[src/rtl/mul_ctrl_if.sv]
// Handshake and strobe bundle between the multiplier controller and its host/datapath.
// The controller takes the slave modport; the host plus datapath take master.
interface mul_ctrl_if #(
  parameter int W = 16
);
  logic         start;
  logic         ack;
  logic [W-1:0] cnt;
  logic         p_carry;
  logic         ldA;
  logic         ldB;
  logic         decB;
  logic         clrP;
  logic         ldP;
  logic         busy;
  logic         done;
  logic         ovf;

  modport master (
    output start, ack, cnt, p_carry,
    input  ldA, ldB, decB, clrP, ldP, busy, done, ovf
  );

  modport slave (
    input  start, ack, cnt, p_carry,
    output ldA, ldB, decB, clrP, ldP, busy, done, ovf
  );
endinterface

[src/rtl/mul_ctrl.sv]
// Control FSM for a repeated-addition multiplier: loads A and B over a shared bus,
// then adds A into the product once per remaining count until the down counter hits zero.
module mul_ctrl #(
  parameter int W = 16
) (
  input  logic       clk,
  input  logic       rst,
  mul_ctrl_if.slave  bus
);

  typedef enum logic [2:0] {
    IDLE   = 3'd0,
    LOAD_A = 3'd1,
    LOAD_B = 3'd2,
    CHECK  = 3'd3,
    ADD    = 3'd4,
    DONE   = 3'd5
  } state_t;

  localparam logic [W-1:0] CNT_ZERO = '0;
  localparam logic [W-1:0] CNT_ONE  = {{(W-1){1'b0}}, 1'b1};

  state_t state_q, state_d;
  logic   ldA_q, ldB_q, decB_q, clrP_q, ldP_q, busy_q, done_q, ovf_q;

  always_comb begin
    state_d = state_q;
    case (state_q)
      IDLE:    if (bus.start) state_d = LOAD_A;
      LOAD_A:  state_d = LOAD_B;
      LOAD_B:  state_d = CHECK;
      CHECK:   state_d = (bus.cnt == CNT_ZERO) ? DONE : ADD;
      // The decrement issued in this cycle takes the counter from 1 to 0.
      ADD:     if (bus.cnt == CNT_ONE) state_d = DONE;
      DONE:    if (bus.ack) state_d = IDLE;
      default: state_d = IDLE;
    endcase
  end

  // Strobes are decoded from the next state so they are registered yet line up with it.
  always_ff @(posedge clk) begin
    if (rst) begin
      state_q <= IDLE;
      ldA_q   <= 1'b0;
      ldB_q   <= 1'b0;
      decB_q  <= 1'b0;
      clrP_q  <= 1'b0;
      ldP_q   <= 1'b0;
      busy_q  <= 1'b0;
      done_q  <= 1'b0;
      ovf_q   <= 1'b0;
    end else begin
      state_q <= state_d;
      ldA_q   <= (state_d == LOAD_A);
      ldB_q   <= (state_d == LOAD_B);
      clrP_q  <= (state_d == LOAD_B);
      decB_q  <= (state_d == ADD);
      ldP_q   <= (state_d == ADD);
      busy_q  <= (state_d != IDLE);
      done_q  <= (state_d == DONE);
      if (state_q == LOAD_B) begin
        ovf_q <= 1'b0;
      end else if (state_q == ADD && bus.p_carry) begin
        ovf_q <= 1'b1;
      end
    end
  end

  assign bus.ldA  = ldA_q;
  assign bus.ldB  = ldB_q;
  assign bus.decB = decB_q;
  assign bus.clrP = clrP_q;
  assign bus.ldP  = ldP_q;
  assign bus.busy = busy_q;
  assign bus.done = done_q;
  assign bus.ovf  = ovf_q;

endmodule

[src/flat_wrapper.sv]
// flat-port wrapper written by rule: the top's interface ports become plain ports
module mul_ctrl_flat 
#(
  parameter int W = 16
)
  (clk, rst, bus_start, bus_ack, bus_cnt, bus_p_carry, bus_ldA, bus_ldB, bus_decB, bus_clrP, bus_ldP, bus_busy, bus_done, bus_ovf);
  mul_ctrl_if #(.W(W)) bus_i ();
  input  logic clk;
  input  logic rst;
  input wire logic [$bits(bus_i.start)-1:0] bus_start;
  input wire logic [$bits(bus_i.ack)-1:0] bus_ack;
  input wire logic [$bits(bus_i.cnt)-1:0] bus_cnt;
  input wire logic [$bits(bus_i.p_carry)-1:0] bus_p_carry;
  output wire logic [$bits(bus_i.ldA)-1:0] bus_ldA;
  output wire logic [$bits(bus_i.ldB)-1:0] bus_ldB;
  output wire logic [$bits(bus_i.decB)-1:0] bus_decB;
  output wire logic [$bits(bus_i.clrP)-1:0] bus_clrP;
  output wire logic [$bits(bus_i.ldP)-1:0] bus_ldP;
  output wire logic [$bits(bus_i.busy)-1:0] bus_busy;
  output wire logic [$bits(bus_i.done)-1:0] bus_done;
  output wire logic [$bits(bus_i.ovf)-1:0] bus_ovf;
  assign bus_i.start = bus_start;
  assign bus_i.ack = bus_ack;
  assign bus_i.cnt = bus_cnt;
  assign bus_i.p_carry = bus_p_carry;
  assign bus_ldA = bus_i.ldA;
  assign bus_ldB = bus_i.ldB;
  assign bus_decB = bus_i.decB;
  assign bus_clrP = bus_i.clrP;
  assign bus_ldP = bus_i.ldP;
  assign bus_busy = bus_i.busy;
  assign bus_done = bus_i.done;
  assign bus_ovf = bus_i.ovf;
  mul_ctrl #(.W(W)) u_core (.clk(clk), .rst(rst), .bus(bus_i));
endmodule
[config.mk]
export PLATFORM = sky130hd
export DESIGN_NAME = mul_ctrl_flat
export DESIGN_NICKNAME = d
export VERILOG_FILES = /design/src/rtl/mul_ctrl_if.sv /design/src/rtl/mul_ctrl.sv /design/src/flat_wrapper.sv
export SDC_FILE = /design/constraint.sdc
export NUM_CORES = 1
export LEC_CHECK = 0
export BUFFER_PORTS_ARGS = -buffer_cell sky130_fd_sc_hd__buf_2
export CAP_MARGIN = 20
export CORE_AREA = 2 2 39 41
export DETAILED_ROUTE_END_ITERATION = 16
export DIE_AREA = 0 0 41 43
export PLACE_DENSITY = 0.65
export SYNTH_ARGS = -nofsm -noshare
export SYNTH_HDL_FRONTEND = slang
export SYNTH_SLANG_ARGS = --single-unit
[constraint.sdc]
create_clock -name clk -period 2.4 [get_ports clk]
set_input_delay 0.24 -clock clk [delete_from_list [all_inputs] [get_ports clk]]
set_output_delay 0.24 -clock clk [all_outputs]
set_load 0.01 [all_outputs]
# Word-level counts from Yosys, hierarchy flattened
# Index checks and enable logic that the tools add are counted.
word_totals:
  reg_bits: 9
  in_bits: 21
  output_inout_bits: 8
classes:
  eq_ne: 10
  muxes: 5
  n_reduce_logical: 5
op_table:
  columns: ["cell", "count"]
  rows:
  - ["case mux 3 bit (6 select lines)", 1]
  - ["equality test 16 x 1 -> 1 bit, second input constant", 1]
  - ["logical NOT 16 bit", 1]
  - ["equality test 3 bit, second input constant", 4]
  - ["equality test 3 x 2 -> 1 bit, second input constant", 3]
  - ["two-way mux 3 bit", 3]
  - ["equality test 3 x 1 -> 1 bit, second input constant", 2]
  - ["logical NOT 3 bit", 1]
  - ["nonzero test 3 bit", 1]
  - ["OR reduction 2 bit", 1]
  - ["logical AND 1 bit", 1]
  - ["two-way mux 1 bit", 1]

# Logic depth before layout (Yosys ltp)
# Gate-level depths: netlist (run 1).
logic_depth:
  word_depth: 4
  depth_mapped: 5
  mapped_depth_nobuf: 4

# Least setup slack after synthesis (run 1)
# Ideal clock, no wire load.
synth_path:
  path_type: "flip-flop to flip-flop"
  start: "reg u_core.state_q[1]"
  end: "reg u_core.ldA_q (netlist: u_core.bus.ldA)"
  setup_time_ps: 59
  arrival_ps: 1084
  required_time_ps: 2341
  path_slack_ps: 1257
  path_stages_with_launch: 6
  path_buffers: 1
  period_less_slack_ps: 1143
  path_cell_list: "dfxtp_1 buf_4 nor4bb_4 a31oi_2 o21ai_2 and2_1"
synth_between:
  elab_chain_len: 3
  elab_cells_between_ends: 11
  cone_classes: "6 x eq/ne; 4 x mux; 1 x reduce/logical"
synth_lines:
  columns: ["element", "line_no", "rtl"]
  rows:
  - ["start: declaration", "mul_ctrl.sv:23", "state_t state_q, state_d;"]
  - ["start signal: assignment", "mul_ctrl.sv:53", "state_q <= state_d;"]
  - ["equality test 3 bit, or another cell as far along", "mul_ctrl.sv:28", "case (state_q)"]
  - ["case mux 3 bit (6 select lines) *", "mul_ctrl.sv:28", null]
  - ["equality test 3 x 1 -> 1 bit *", "mul_ctrl.sv:54", "ldA_q <= (state_d == LOAD_A);"]
  - ["end signal: assignment", "mul_ctrl.sv:54", null]
  - ["end: declaration", "mul_ctrl.sv:24", "logic ldA_q, ldB_q, decB_q, clrP_q, ldP_q, busy_q, done_q, ovf_q;"]
# Mark *: on every way between the ends. The rest lies on a longest branch, timed or not.
# A chain may end at the register's enable or synchronous reset.

# Worst setup path in the final report (run 1)
layout_path:
  start: "reg u_core.state_q[2]"
  end: "reg u_core.decB_q (netlist: u_core.bus.decB)"
layout_between:
  elab_chain_len: 3
  elab_cells_between_ends: 11
  cone_classes: "6 x eq/ne; 4 x mux; 1 x reduce/logical"
layout_lines:
  columns: ["element", "line_no", "rtl"]
  rows:
  - ["equality test 3 bit, or another cell as far along", "mul_ctrl.sv:28", null]
  - ["case mux 3 bit (6 select lines) *", "mul_ctrl.sv:28", null]
  - ["equality test 3 bit *", "mul_ctrl.sv:57", "decB_q <= (state_d == ADD);"]
  - ["end signal: assignment", "mul_ctrl.sv:57", null]
  - ["end: declaration", "mul_ctrl.sv:24", null]
# Marks and branches as above.

==> qor.yml, run 1 <==
outcome: "completed"
grt_max_degree: 13
final_common_cell: "buf_2"
critPathArrivalTime_ps: 1530
skew_ps: 4.36
synth_cell_type_count: 28
worst-slew-pin-transition_ps: 429
tritoncts: "built"
syn-cell-area_sq_um: 463
ys_seq_elements: 9
synth_area_leader_cell: "dfxtp_1"
grt_pass1_vias: 375
grt_pass1_wl_um: 1620
synth_top_cell_area_share: 0.389
period_needed_ps: 1350
comb_power_share: 0.202
timing.rr.start: "u_core.state_q[2]"
worst_hold_path_type: "input pin to flip-flop"
wl_per_cell_um: 10.3
power.switching_uw: 105
drive_above_1_share: 0.487
critPathLaunchType: "flip-flop"
synth_area_leaders: "dfxtp_1 (39%), nor4bb_4 (5.4%), buf_4 (4.9%), nor4_1 (4.1%), nor3_1 (3.2%)"
drt_iter0_drc: 15
hold_violations: 0
via_count: 433
ant_nets: 0
die-area_sq_um: 1760
clkLatencyLatePin_ps: 260
avgViaCountPerCell: 4.71
p_clk_frac: 0.318
critical_path_class: "flip-flop to flip-flop"
postSynthAreaPerCell_sq_um: 9.45
remaining_drc_errors: 0
timing.final.ws_setup_ps: 1050
reg2reg_to: "u_core.bus.decB"
max_slew_margin: 0.713
drt_pre_antenna_iters: 4
r2r_cells: 4
cts_resized: 0
cts_setup_buffers: 0
die_h_um: 43
pin_count: 29
fin_setup_tns_ps: 0
layout_common_cells: "buf_2 (28), dfxtp_1 (9), nor2_1 (4)"
crit_path_end: "u_core.bus.decB"
grt_usage: 0.141
core_sq_um: 1380
period_share: 0.564
io_buffers: 28
hold_buffers: 0
drv_cap: 0
power_leakage_nw: 0.279
pwr-share-seq: 0.480
regArea_sq_um: 180
wl_um: 952
crit_start: "u_core.state_q[2]"
clockBufferDepth: 2
dp_slack_ps: 1040
drv_slew: 0
power_density_nw_per_um2: 613
fp-row-count: 14
rsz0062_at_grt: "no"
timing.fmax_mhz: 739
grt_overflow: 0
syn2layout_area_growth_pct: 31.9
syn_inst: 49
die_x_um: 41
htreeDepth: 1
clock-root-buffer: "clkbuf_4"
fin_nets: 98
cp.required_ps: 2580
start_util: 0.335
rrSetupSlack_ps: 1050
multi_input_area_sq_um: 236
worstPathMaxFanout: 12
yosysSeqAreaShare: 0.389
cp-end-kind: "flip-flop"
syn_nets: 70
ys_warn_count: 0
cts_buffers: 3
path_clk_slew_ps: 60
final_core_util: 0.441
ir_drop_mv: 0.235
diodes: 0
cts.sinks: 9
nFillCells: 144
place_congestion: 0.830
setup_violations: 0
switching_share: 0.280
antenna_found_initial: 0
internal-power_uw: 270
per-stage QoR:
stage	hold WS (ps)	area, sq um	std cells	power (mW)
2_1_floorplan	312	463	49	0.236
3_3_place_gp	500	584	88	0.258
3_5_place_dp	497	584	88	0.259
4_1_cts	213	611	92	0.380
5_1_grt	230	611	92	0.400
6_report	223	611	92	0.374
logic make-up after synthesis:
logic type                after synthesis  synth area share
xor gates and xnor gates                1            0.0189
buffers and inverters                   7             0.100
and+or+nand+nor                        21             0.308
DFF                                     9             0.389
AOI/OAI and AO/OA                      11             0.184
layer usage:
metal  vias to the layer above  GRT usage  share of wire
li1                        229          -              -
met1                       186      0.165           0.41
met5                         -          0              0
met3                         3     0.0471          0.064
met2                        15      0.203           0.50
met4                         0      0.100          0.028
flip-flops by register name, indices dropped and copies added (netlist names):
signal           cells
u_core.bus.busy      1
u_core.bus.decB      1
u_core.bus.done      1
u_core.bus.ldA       1
u_core.bus.ldB       1
u_core.bus.ovf       1
u_core.state_q       3
cell type report:
| class | instances | area share |
|---|---|---|
| clock buffer | 4 | 0.0430 |
| inverter | 2 | 0.0123 |
| multi-input combinational | 33 | 0.387 |
| sequential | 9 | 0.295 |
| tap | 16 | 0.0328 |
| timing repair buffer | 28 | 0.230 |
power by group through the flow:
stage               Sequential [mW]  Combinational (mW)  Clock, mW
floorplan                     0.173              0.0634          0
global placement              0.182              0.0757          0
global route                  0.182              0.0860      0.131
finish                        0.180              0.0755      0.119
CTS                           0.179              0.0765      0.124
detailed placement            0.183              0.0762          0
critical path: stages (launching register included):
cell and delay [ps]:
dfxtp_1 510, and2b_4 240, a31oi_2 190, o21ai_2 100, a211oi_1 210
worst min path at each step:
stage / from / cells after the start / slack (ps) / endpoint
floorplan: rst / 1 / 310 / u_core.bus.ovf
global placement: rst / 2 / 500 / u_core.bus.ovf
detailed placement: rst / 2 / 500 / u_core.bus.ovf
CTS: rst / 2 / 210 / u_core.bus.ovf
global route: rst / 2 / 230 / u_core.bus.ovf
finish: rst / 2 / 220 / u_core.bus.ovf
Yosys cell counts (all sizes together):
master / number
a211oi: 1
a21o: 1
a21oi: 2
a221oi: 1
a31oi: 2
and2: 2
and2b: 2
buf: 5
dfxtp: 9
inv: 2
nand2: 2
nand3b: 1
nand4: 1
nand4bb: 1
nor2: 4
nor2b: 1
nor3: 3
nor4: 3
nor4bb: 1
o21a: 1
o21ai: 2
o31a: 1
xnor2: 1
(Power assumes the default switching activity.)
==> run 2: changes to the inputs <==
==> constraint.sdc (replaced) <==
create_clock -name clk -period 1.4 [get_ports clk]
set_input_delay 0.14 -clock clk [delete_from_list [all_inputs] [get_ports clk]]
set_output_delay 0.14 -clock clk [all_outputs]
set_load 0.01 [all_outputs]
==> run 2 against run 1 <==
Net effect: routed wire length fell by 0.11%; highest routed layer is now met3; fmax rose by 8.1%; total power rose by 72%; clock skew rose by 1.9 ps; combinational power rose by 84%; critical endpoint is now u_core.bus.done; sequential share of layout area fell by 0.71 points; sequential power rose by 69%; critical path type unchanged.
==> qor.yml, run 2 (synthesized netlist as in run 1, its figures left out) <==
outcome: "completed"
drt_iter0_drc: 3  # -12
power.switching_uw: 176  # +68%
layout_common_cells: "buf_2 (28), dfxtp_1 (9), nor2_1 (4)"
avgViaCountPerCell: 4.72  # +0.36%
drt_pre_antenna_iters: 3  # -1
cp.required_ps: 1600  # -980 ps
clock-root-buffer: "clkbuf_4"
worst-slew-pin-transition_ps: 396  # -33.4 ps
cts_setup_buffers: 0  # unchanged
grt_max_degree: 11  # -2
critPathArrivalTime_ps: 1460  # -70 ps
max_slew_margin: 0.736  # +0.0223
worstPathMaxFanout: 8  # -4
reg2reg_to: "u_core.bus.done"
path_depth: 4  # unchanged
r2r_cells: 4  # unchanged
cp_top_family: "flip-flops"
skew_ps: 6.26  # +1.90 ps
dp_hpwl_um: 769
power_leakage_nw: 0.290  # +3.8%
timing.rr.start: "u_core.state_q[0]"
drv_slew: 0  # unchanged
syn2layout_area_growth_pct: 35.1
comb_power_share: 0.217  # +0.015
drive_above_1_share: 0.500  # +0.0132
dp_slack_ps: 130  # -909 ps
grtUsageMet3: 0.0838  # +0.0366
io_buffers: 28  # unchanged
clkLatencyLatePin_ps: 260  # about the same
drv_cap: 0  # unchanged
top_register: "u_core.state_q"
p_clk_frac: 0.311  # -0.007
total_power_uw: 643  # +72%
die-area_sq_um: 1760  # unchanged
internal-power_uw: 467  # +73%
period_share: 0.895  # +0.331
grt_usage: 0.139  # -0.00187
fp-row-count: 14  # unchanged
switching_share: 0.273  # -0.00648
start_util: 0.335  # unchanged
worst_hold_path_type: "input pin to flip-flop"
via_count: 444  # +2.5%
rrSetupSlack_ps: 150  # -900 ps
timing.final.ws_setup_ps: 147  # -899 ps
ir_drop_mv: 0.523  # +120%
crit_slowest_cell: "dfxtp_1"
hold_buffers: 0  # unchanged
wl_um: 951  # -0.11%
grt_pass1_vias: 420  # +12%
power_density_nw_per_um2: 1030  # +68%
diodes: 0  # unchanged
hold_violations: 0  # unchanged
pwr-share-seq: 0.472  # -0.008
cp-end-kind: "flip-flop"
die_h_um: 43  # unchanged
die_x_um: 41  # unchanged
crit_buf_inv: 0  # unchanged
core_sq_um: 1380  # unchanged
rsz0062_at_grt: "no"
clockBufferDepth: 2  # unchanged
place_congestion: 0.756  # -8.9%
antenna_found_initial: 0  # unchanged
cts.sinks: 9  # unchanged
critPathLaunchType: "flip-flop"
pin_count: 29  # unchanged
critPathMaxStageDelay_ps: 520  # about the same
final_core_util: 0.452  # +0.0108
htreeDepth: 1  # unchanged
grt_use_met1: 0.166  # +0.000536
remaining_drc_errors: 0  # unchanged
final_common_cell: "buf_2"
worstPathCellList: "and2b_4, a31oi_2, o21ai_2, and2_1"
largest_reg_flops: 3  # unchanged
period_needed_ps: 1250  # -101 ps
grt_overflow: 0  # unchanged
fin_nets: 100  # +2.0%
ant_nets: 0  # unchanged
timing.fmax_mhz: 798  # +8.1%
wl_per_cell_um: 10.1  # -2.2%
path_clk_slew_ps: 60  # about the same
critical_path_class: "flip-flop to flip-flop"
tritoncts: "built"
setup_violations: 0  # unchanged
cts_buffers: 3  # unchanged
crit_path_end: "u_core.bus.done"
grt_pass1_wl_um: 1660  # +2.5%
cts_resized: 0  # unchanged
fin_setup_tns_ps: 0  # unchanged
top_usage_layer: "met2"
crit_start: "u_core.state_q[0]"
use_met2: 0.197  # -0.00625
run 2: power by group through the flow:
stage | sequential (mW) | combinational (mW) | clock [mW]
2_1_floorplan | 0.296 | 0.109 | 0
3_3_place_gp | 0.308 | 0.140 | 0
3_5_place_dp | 0.310 | 0.140 | 0
4_1_cts | 0.305 | 0.141 | 0.207
5_1_grt | 0.309 | 0.154 | 0.221
6_report | 0.304 | 0.139 | 0.200
run 2: worst reg2reg max path: cells and delay by family, from the launching register on:
family,cells,cell delay (ps)
compound gates,2,310
simple gates,2,360
flops,1,520
run 2: worst min-delay path by stage:
stage | startpoint | end | cells after the start
floorplan | rst | u_core.bus.ovf | 1
global placement | rst | u_core.bus.ovf | 2
finish | rst | u_core.bus.ovf | 2
global route | rst | u_core.bus.ovf | 2
detailed placement | rst | u_core.bus.ovf | 2
CTS | rst | u_core.bus.ovf | 2
run 2: final cells by class:
class	instances	area [sq um]
repair buffers	30	155
flip-flops and latches	9	180
inverters	2	7.51
well taps	16	20.0
fillers	154	758
multi-input cells	33	236
clock buffers	4	26.3
run 2: stage by stage:
stage	std cells	area [sq um]	hold WS (ps)
after global routing	94	626	123
final	94	626	127
after detailed placement	90	599	395
after floorplan	49	463	212
after global placement	90	599	397
after CTS	94	626	111
run 2: per-layer routing:
metal	wire (um)	up-vias	part of all wire
met3	56	0	0.059
met5	0	-	0
met2	462	13	0.49
li1	-	233	-
met1	432	198	0.45
met4	0	0	0
==> run 3: changes to the inputs <==
--- a/config.mk
+++ b/config.mk
@@ -11,6 +11,7 @@
 export DETAILED_ROUTE_END_ITERATION = 16
 export DIE_AREA = 0 0 41 43
 export PLACE_DENSITY = 0.65
+export REMOVE_ABC_BUFFERS = 1
 export SYNTH_ARGS = -nofsm -noshare
 export SYNTH_HDL_FRONTEND = slang
 export SYNTH_SLANG_ARGS = --single-unit
==> run 3 against run 2 <==
Net effect: clock skew is 2.3 ps lower; worst hold slack worse by 0.92 ps; clock-buffer cell count stayed put; cell count stayed put; largest cell class unchanged.
==> qor.yml, run 3 (synthesized netlist as in run 1, its figures left out) <==
clockBufferDepth: 2  # unchanged
nFillCells: 142  # -7.8%
start_util: 0.335  # unchanged
clock-root-buffer: "clkbuf_4"
cts.sinks: 9  # unchanged
tritoncts: "built"
drt_pre_antenna_iters: 4  # +1
max_slew_margin: 0.752  # +0.0165
route.met2.wl_um: 469  # +1.5%
ant_nets: 0  # unchanged
drt_iter0_drc: 5  # +2
fin_setup_tns_ps: 0  # unchanged
fp-row-count: 14  # unchanged
largest_reg_flops: 3  # unchanged
period_needed_ps: 1260  # +6.60 ps
die_h_um: 43  # unchanged
crit_slowest_cell: "dfxtp_1"
worstPathCellList: "nor2_1, o31a_2, o21ai_2, and2b_1"
cts_buffers: 3  # unchanged
hold_buffers: 0  # unchanged
crit_buf_inv: 0  # unchanged
period_share: 0.900  # +0.00471
via_count: 448  # +0.90%
place_congestion: 0.723  # -4.4%
cts_resized: 0  # unchanged
power_density_nw_per_um2: 1010  # -1.3%
critPathMaxStageDelay_ps: 540  # +20 ps
pin_count: 29  # unchanged
drive_above_1_share: 0.500  # unchanged
htreeDepth: 1  # unchanged
core_sq_um: 1380  # unchanged
r2r_cells: 4  # unchanged
final_common_cell: "buf_2"
path_clk_slew_ps: 60  # about the same
worst_hold_path_type: "input pin to flip-flop"
final_core_util: 0.452  # unchanged
drv_slew: 0  # unchanged
wl_um: 901  # -5.3%
cp-end-kind: "flip-flop"
cp_top_family: "flip-flops"
grt_overflow: 0  # unchanged
grt_pass1_wl_um: 1500  # -9.9%
rsz0062_at_grt: "no"
worst-slew-pin-transition_ps: 371  # -24.7 ps
diodes: 0  # unchanged
top_layer: "met3"
hold_depth: 2  # unchanged
remaining_drc_errors: 0  # unchanged
clkLatencyLatePin_ps: 250  # about the same
die_x_um: 41  # unchanged
avgViaCountPerCell: 4.77  # +0.90%
cp.required_ps: 1600  # about the same
critPathLaunchType: "flip-flop"
timing.fmax_mhz: 794  # -0.52%
dp_hpwl_um: 768  # about the same
grt_pass1_vias: 387  # -7.9%
skew_ps: 3.95  # -2.31 ps
wl_per_cell_um: 9.59  # -5.3%
top_register: "u_core.state_q"
die-area_sq_um: 1760  # unchanged
grt_max_degree: 11  # unchanged
wl_met1_um: 340  # -21%
hold_violations: 0  # unchanged
grt_usage: 0.128  # -0.0111
power_leakage_nw: 0.290  # unchanged
layout_common_cells: "buf_2 (28), dfxtp_1 (9), nor2_1 (4)"
drv_cap: 0  # unchanged
syn2layout_area_growth_pct: 35.1  # unchanged
fin_nets: 100  # unchanged
critical_path_class: "flip-flop to flip-flop"
path_depth: 4  # unchanged
ir_drop_mv: 0.474  # -9.4%
routed-wl-met3_um: 91  # +63%
worstPathMaxFanout: 10  # +2
outcome: "completed"
setup_violations: 0  # unchanged
io_buffers: 28  # unchanged
critPathArrivalTime_ps: 1460  # about the same
cts_setup_buffers: 0  # unchanged
antenna_found_initial: 0  # unchanged
run 3: cell counts in the layout (fill, tap and decap cells not counted):
No cell type changed its count.
run 3: layout make-up:
type,count,area [sq um],share of cell area
multi-input combinational,33,236,0.378
sequential,9,180,0.288
timing repair buffer,30,155,0.248
clock buffer,4,26.3,0.0420
tap,16,20.0,0.0320
inverter,2,7.51,0.0120
run 3: worst register-to-register path: cells and delay by family, from the launching register on:
kind / cells / cell delay, ps
and+or+nand+nor: 2 / 270
AOI/OAI and AO/OA: 2 / 390
DFF: 1 / 540
run 3: through the flow:
step	power, mW	hold slack, ps	worst slack, ps	area, sq um	cells
floorplan	0.386	212	173	424	44
global placement	0.449	397	159	599	90
detailed placement	0.449	393	145	599	90
CTS	0.648	117	130	626	94
global route	0.680	120	24.6	626	94
finish	0.634	126	141	626	94
run 3: worst paths after layout:
| kind | from | endpoint | slack, ps |
|---|---|---|---|
| max | u_core.state_q[1] | u_core.state_q[0] | 140 |
| min | rst | u_core.bus.ovf | 130 |
| max reg2reg | u_core.state_q[1] | u_core.state_q[0] | 140 |
| min reg2reg | u_core.bus.ovf | u_core.bus.ovf | 570 |
run 3: power by group:
part	total, mW	internal [mW]	switching [mW]
registers	0.298	0.277	0.0212
logic	0.144	0.0806	0.0637
clock network	0.191	0.109	0.0821
total	0.634	0.467	0.167
run 3: metal layers:
| layer | vias up | global-route usage |
|---|---|---|
| met5 | - | 0 |
| met4 | 0 | 0.0600 |
| met3 | 0 | 0.0628 |
| met2 | 24 | 0.200 |
| met1 | 190 | 0.136 |
| li1 | 234 | - |
